File: config.mk
export PLATFORM = sky130hd
export DESIGN_NAME = sram_arbiter_flat
export DESIGN_NICKNAME = d
export VERILOG_FILES = /design/src/rtl/sram_arbiter_if.sv /design/src/rtl/sram_arbiter.sv /design/src/flat_wrapper.sv
export SDC_FILE = /design/constraint.sdc
export NUM_CORES = 1
export LEC_CHECK = 0
export ABC_CLOCK_PERIOD_IN_PS = 1900
export BUFFER_PORTS_ARGS = -buffer_cell sky130_fd_sc_hd__buf_4
export CAP_MARGIN = 5
export CORE_AREA = 5 5 89 91
export DETAILED_ROUTE_END_ITERATION = 10
export DIE_AREA = 0 0 94 96
export PLACE_DENSITY_LB_ADDON = 0.12
export RECOVER_POWER = 50
export SLEW_MARGIN = 40
export SYNTH_ARGS = -nofsm -noshare
export SYNTH_HDL_FRONTEND = slang
export SYNTH_SLANG_ARGS = --single-unit
File: constraint.sdc
create_clock -name clk_i -period 1.9 [get_ports clk_i]
set_clock_uncertainty 0.1 [all_clocks]
set_input_delay 0.38 -clock clk_i [delete_from_list [all_inputs] [get_ports clk_i]]
set_output_delay 0.38 -clock clk_i [all_outputs]
set_load 0.02 [all_outputs]
File: src/rtl/sram_arbiter_if.sv
// Requester and SRAM-side signal bundle for sram_arbiter.
// The slave modport is the arbiter; the master modport is the requesters plus the SRAM macro.
interface sram_arbiter_if #(
    parameter int BW = 32,
    parameter int AW = 10
);
    logic          req0;
    logic          we0;
    logic [AW-1:0] a0;
    logic [BW-1:0] di0;
    logic          gnt0;
    logic          rvalid0;
    logic [BW-1:0] rdata0;

    logic          req1;
    logic          we1;
    logic [AW-1:0] a1;
    logic [BW-1:0] di1;
    logic          gnt1;
    logic          rvalid1;
    logic [BW-1:0] rdata1;

    logic          csn;
    logic          wen;
    logic [AW-1:0] a;
    logic [BW-1:0] di;
    logic [BW-1:0] dout;

    modport slave (
        input  req0, we0, a0, di0,
        input  req1, we1, a1, di1,
        input  dout,
        output gnt0, rvalid0, rdata0,
        output gnt1, rvalid1, rdata1,
        output csn, wen, a, di
    );

    modport master (
        output req0, we0, a0, di0,
        output req1, we1, a1, di1,
        output dout,
        input  gnt0, rvalid0, rdata0,
        input  gnt1, rvalid1, rdata1,
        input  csn, wen, a, di
    );
endinterface

File: src/rtl/sram_arbiter.sv
// Two-port arbiter in front of a single-port synchronous SRAM with a one-cycle registered read.
// Grants are combinational; read-valid flags are registered so they line up with the SRAM output.
module sram_arbiter #(
    parameter int BW = 32,
    parameter int AW = 10,
    parameter int RR = 1
) (
    input  logic           clk_i,
    input  logic           rst_i,
    sram_arbiter_if.slave  bus
);

    logic          last_q;
    logic          rvalid0_q;
    logic          rvalid0_d;
    logic          rvalid1_q;
    logic          rvalid1_d;
    logic          gnt0_s;
    logic          gnt1_s;
    logic          wen_s;
    logic [AW-1:0] a_s;
    logic [BW-1:0] di_s;

    // Grant selection; last_q=1 out of reset makes port 0 win the first contested cycle.
    always_comb begin
        gnt0_s = 1'b0;
        gnt1_s = 1'b0;
        if (rst_i) begin
            gnt0_s = 1'b0;
            gnt1_s = 1'b0;
        end else if (bus.req0 && bus.req1) begin
            if (RR != 0) begin
                gnt0_s = last_q;
                gnt1_s = ~last_q;
            end else begin
                gnt0_s = 1'b1;
                gnt1_s = 1'b0;
            end
        end else if (bus.req0) begin
            gnt0_s = 1'b1;
        end else if (bus.req1) begin
            gnt1_s = 1'b1;
        end else begin
            gnt0_s = 1'b0;
            gnt1_s = 1'b0;
        end
    end

    // SRAM command mux; with no grant the port-0 address/data are passed through.
    always_comb begin
        wen_s = 1'b1;
        a_s   = bus.a0;
        di_s  = bus.di0;
        if (gnt1_s) begin
            wen_s = ~bus.we1;
            a_s   = bus.a1;
            di_s  = bus.di1;
        end else if (gnt0_s) begin
            wen_s = ~bus.we0;
        end else begin
            wen_s = 1'b1;
        end
    end

    // A granted read raises the owner's valid flag in the cycle the SRAM presents DOUT.
    always_comb begin
        rvalid0_d = gnt0_s & ~bus.we0;
        rvalid1_d = gnt1_s & ~bus.we1;
    end

    // Priority pointer and read-valid registers.
    always_ff @(posedge clk_i) begin
        if (rst_i) begin
            last_q    <= 1'b1;
            rvalid0_q <= 1'b0;
            rvalid1_q <= 1'b0;
        end else begin
            rvalid0_q <= rvalid0_d;
            rvalid1_q <= rvalid1_d;
            if (gnt0_s || gnt1_s) begin
                last_q <= gnt1_s;
            end
        end
    end

    assign bus.gnt0    = gnt0_s;
    assign bus.gnt1    = gnt1_s;
    assign bus.csn     = ~(gnt0_s | gnt1_s);
    assign bus.wen     = wen_s;
    assign bus.a       = a_s;
    assign bus.di      = di_s;
    assign bus.rvalid0 = rvalid0_q;
    assign bus.rvalid1 = rvalid1_q;
    assign bus.rdata0  = bus.dout;
    assign bus.rdata1  = bus.dout;

endmodule

File: src/flat_wrapper.sv
// flat-port wrapper written by rule: the top's interface ports become plain ports
module sram_arbiter_flat 
#(
    parameter int BW = 32,
    parameter int AW = 10,
    parameter int RR = 1
)
  (clk_i, rst_i, bus_req0, bus_we0, bus_a0, bus_di0, bus_req1, bus_we1, bus_a1, bus_di1, bus_dout, bus_gnt0, bus_rvalid0, bus_rdata0, bus_gnt1, bus_rvalid1, bus_rdata1, bus_csn, bus_wen, bus_a, bus_di);
  sram_arbiter_if #(.BW(BW), .AW(AW)) bus_i ();
  input  logic clk_i;
  input  logic rst_i;
  input wire logic [$bits(bus_i.req0)-1:0] bus_req0;
  input wire logic [$bits(bus_i.we0)-1:0] bus_we0;
  input wire logic [$bits(bus_i.a0)-1:0] bus_a0;
  input wire logic [$bits(bus_i.di0)-1:0] bus_di0;
  input wire logic [$bits(bus_i.req1)-1:0] bus_req1;
  input wire logic [$bits(bus_i.we1)-1:0] bus_we1;
  input wire logic [$bits(bus_i.a1)-1:0] bus_a1;
  input wire logic [$bits(bus_i.di1)-1:0] bus_di1;
  input wire logic [$bits(bus_i.dout)-1:0] bus_dout;
  output wire logic [$bits(bus_i.gnt0)-1:0] bus_gnt0;
  output wire logic [$bits(bus_i.rvalid0)-1:0] bus_rvalid0;
  output wire logic [$bits(bus_i.rdata0)-1:0] bus_rdata0;
  output wire logic [$bits(bus_i.gnt1)-1:0] bus_gnt1;
  output wire logic [$bits(bus_i.rvalid1)-1:0] bus_rvalid1;
  output wire logic [$bits(bus_i.rdata1)-1:0] bus_rdata1;
  output wire logic [$bits(bus_i.csn)-1:0] bus_csn;
  output wire logic [$bits(bus_i.wen)-1:0] bus_wen;
  output wire logic [$bits(bus_i.a)-1:0] bus_a;
  output wire logic [$bits(bus_i.di)-1:0] bus_di;
  assign bus_i.req0 = bus_req0;
  assign bus_i.we0 = bus_we0;
  assign bus_i.a0 = bus_a0;
  assign bus_i.di0 = bus_di0;
  assign bus_i.req1 = bus_req1;
  assign bus_i.we1 = bus_we1;
  assign bus_i.a1 = bus_a1;
  assign bus_i.di1 = bus_di1;
  assign bus_i.dout = bus_dout;
  assign bus_gnt0 = bus_i.gnt0;
  assign bus_rvalid0 = bus_i.rvalid0;
  assign bus_rdata0 = bus_i.rdata0;
  assign bus_gnt1 = bus_i.gnt1;
  assign bus_rvalid1 = bus_i.rvalid1;
  assign bus_rdata1 = bus_i.rdata1;
  assign bus_csn = bus_i.csn;
  assign bus_wen = bus_i.wen;
  assign bus_a = bus_i.a;
  assign bus_di = bus_i.di;
  sram_arbiter #(.BW(BW), .AW(AW), .RR(RR)) u_core (.clk_i(clk_i), .rst_i(rst_i), .bus(bus_i));
endmodule
==> impl_metrics.yaml <==
run_status:
  outcome: "finished, violations left"
  violations: "setup timing"
synth:
  synth_flop_cell: "dfxtp_1"
  ys_types: 18
  synth_warnings: 0
  syn_area_per_cell_sq_um: 10.5
  synth_fp_nets: 249
  yosysSeqAreaShare: 0.0452
  yosys_register_bits: 3
  synth_top_area_frac: 0.429
  async_flop_share: 0
  synth_edf_count: 0
  synth.most_common_cell: "buf_4"
  synth_area_leaders: "mux2_4, buf_4, buf_12"
  synth_area_sq_um: 1330
  synthCells: 127
  synth.largest_area_cell: "mux2_4"
  ys_top_cells_by_count: "buf_4, mux2_4, buf_12, mux2_2, dfxtp_1"
grt:
  antenna_found_initial: 0
  grt_pass1_vias: 1246
  grt.overflow.total: 0
  grtUsageTotal: 0.0942
  grt_max_degree: 13
  grt_pass1_wl_um: 6640
layout:
  multi_input_area_sq_um: 719
  drive_above_1_share: 0.949
  synthToLayoutAreaGrowth_pct: 73.9
  fin_nets: 337
  postLayoutCoreUtil: 0.327
  diodes: 0
  fillers: 746
  seq_area_sq_um: 61.3
power:
  p_per_area_nw_per_um2: 382
  pwr-share-comb: 0.711
  p_seq_frac: 0.078
  p_sw_mw: 0.278
  pwr-share-clk: 0.211
  total_power_mw: 0.883
  swShare: 0.315
  leakage_nw: 1.20
  intPower_mw: 0.605
  ir_drop_mv: 0.341
clock_network:
  clkTransAtPathRegs_ns: 0.03
  htreeDepth: 1
  cts_tree: "yes"
  clock-root-buffer: "clkbuf_8"
  clock_path_buffers: 2
  clock_latency_ns: 0.22
  hold_buffers: 0
  clkSinkCount: 3
  cts_buffers: 3
min_path:
  worstHoldStart: "bus_we1"
  hold_depth: 2
  hp-class: "input pin to flop"
  hold_end: "u_core.bus.rvalid1"
routing:
  ant_nets: 0
  drt_pass1_iterations: 5
  viasPerCell: 3.71
  wl_per_cell_um: 15.6
  drc: 0
  route.vias.total: 1160
  routed_wirelength_um: 4880
  drt-initial-drc-count: 21
placed_design:
  gp_congestion: 0.712
  dp_hpwl_um: 3940
  portBuffers: 137
job:
  maxCapViolCount: 0
floorplanning:
  die_x_um: 94
  num_rows: 31
  start_util: 0.188
  die_h_um: 96
  fp.coreArea_sq_um: 7060
  boundaryPins: 234
  die_area_sq_um: 9020
setup_path:
  start_kind: "input pin"
  timing.rr.start: "u_core.last_q"
  arrival_ns: 1.57
  worstPathRequired_ns: 1.42
  r2r_setup_slack_ns: 0.83
  rr_endpoint: "u_core.bus.rvalid1"
  crit_fanout: 6
  r2r.worst_path.cells: 4
  crit_type: "input pin to output port"
  critPathCaptureType: "output port"
sta:
  max_freq_mhz: 488
  hold_viol: 0
  period_needed_ns: 2.05
  fin_ws_ns: -0.149
  worst_slew_pin_slew_ns: 0.186
  drv_slew: 0
  fin_crit_sh: 1.08
  grt_setup_unrepaired: "true"
  setup_viol: 42
  hold_slack_ns: 0.241
  relSlewSlack: 0.876
==> metrics by stage <==
step	setup TNS, ns	std cells	instance area (sq um)	setup slack [ns]
floorplan	0	127	1330	0.167
detailed placement	-5.03	302	2000	-0.145
CTS	-4.83	315	2310	-0.165
global route	-5.86	313	2310	-0.196
global placement	-4.55	302	2000	-0.131
finish	-3.94	313	2310	-0.149
==> layout by cell type (no fill, tap or decap) <==
master / instances
nand3_2: 1
nand2b_1: 1
mux2_4: 42
buf_12: 3
buf_16: 2
dfxtp_1: 2
a21oi_1: 1
nand3_1: 1
nor2b_1: 1
o21ai_0: 1
and2_2: 1
o21bai_1: 1
and3b_4: 1
dfxtp_2: 1
nand2_2: 1
inv_1: 1
a21o_1: 1
buf_4: 110
clkbuf_1: 1
and3b_2: 1
buf_6: 37
clkbuf_8: 3
==> sequential cells by signal, summed over array words and instances, names as in the netlist <==
signal              cells
u_core.bus.rvalid0      1
u_core.bus.rvalid1      1
u_core.last_q           1
==> final cells by class <==
type                    count  area share
clock buffers               4      0.0195
inverters                   1     0.00162
multi-input cells          54       0.311
flip-flops and latches      3      0.0265
well taps                  99      0.0536
repair buffers            152       0.587
==> cell families (layout without fill, tap and decap cells) <==
kind of cell	count (synthesis)	count (layout)	share of synthesized area
flops	3	3	0.0452
mux	42	42	0.463
simple gates	8	8	0.0396
buf+inv	70	157	0.433
compound gates	4	4	0.0188
==> worst max-delay path by stage <==
| stage | startpoint | end | slack, ns | cells past startpoint |
|---|---|---|---|---|
| 6_report | rst_i | bus_di[22] | -0.15 | 6 |
| 5_1_grt | u_core.last_q | bus_di[26] | -0.20 | 6 |
| 4_1_cts | u_core.last_q | bus_di[19] | -0.16 | 5 |
| 3_5_place_dp | bus_req0 | bus_di[2] | -0.15 | 6 |
| 3_3_place_gp | bus_req0 | bus_di[6] | -0.13 | 6 |
| 2_1_floorplan | bus_req0 | bus_di[22] | 0.17 | 5 |
==> power by group through the flow <==
stage	Sequential [mW]	Combinational, mW	Clock (mW)
floorplan	0.0709	0.469	0
global route	0.0692	0.662	0.201
CTS	0.0690	0.635	0.191
global placement	0.0696	0.548	0
finish	0.0688	0.628	0.187
detailed placement	0.0694	0.547	0
==> timing repair <==
action | 4_1_cts | 5_1_grt
resized for setup | 44 | 3
endpoints found under the setup margin | 42 | 44
pin swaps | 0 | 2
buffers inserted | 7 | 0
gates cloned | 2 | 0
hold endpoints to repair | 0 | 0
==> per-layer routing <==
layer	vias up	routed length, um	part of all wire	global-route usage
li1	536	-	-	-
met1	499	1790	0.37	0.102
met2	115	2440	0.50	0.170
met3	10	626	0.13	0.0399
met4	0	25	0.0051	0.0241
met5	-	0	0	0
==> critical path: stages <==
cell and delay, ns:
buf_4 0.11, and3b_4 0.37, buf_12 0.14, buf_16 0.12, mux2_4 0.30, buf_6 0.13
Note: power is estimated with default switching activity, not from simulation.
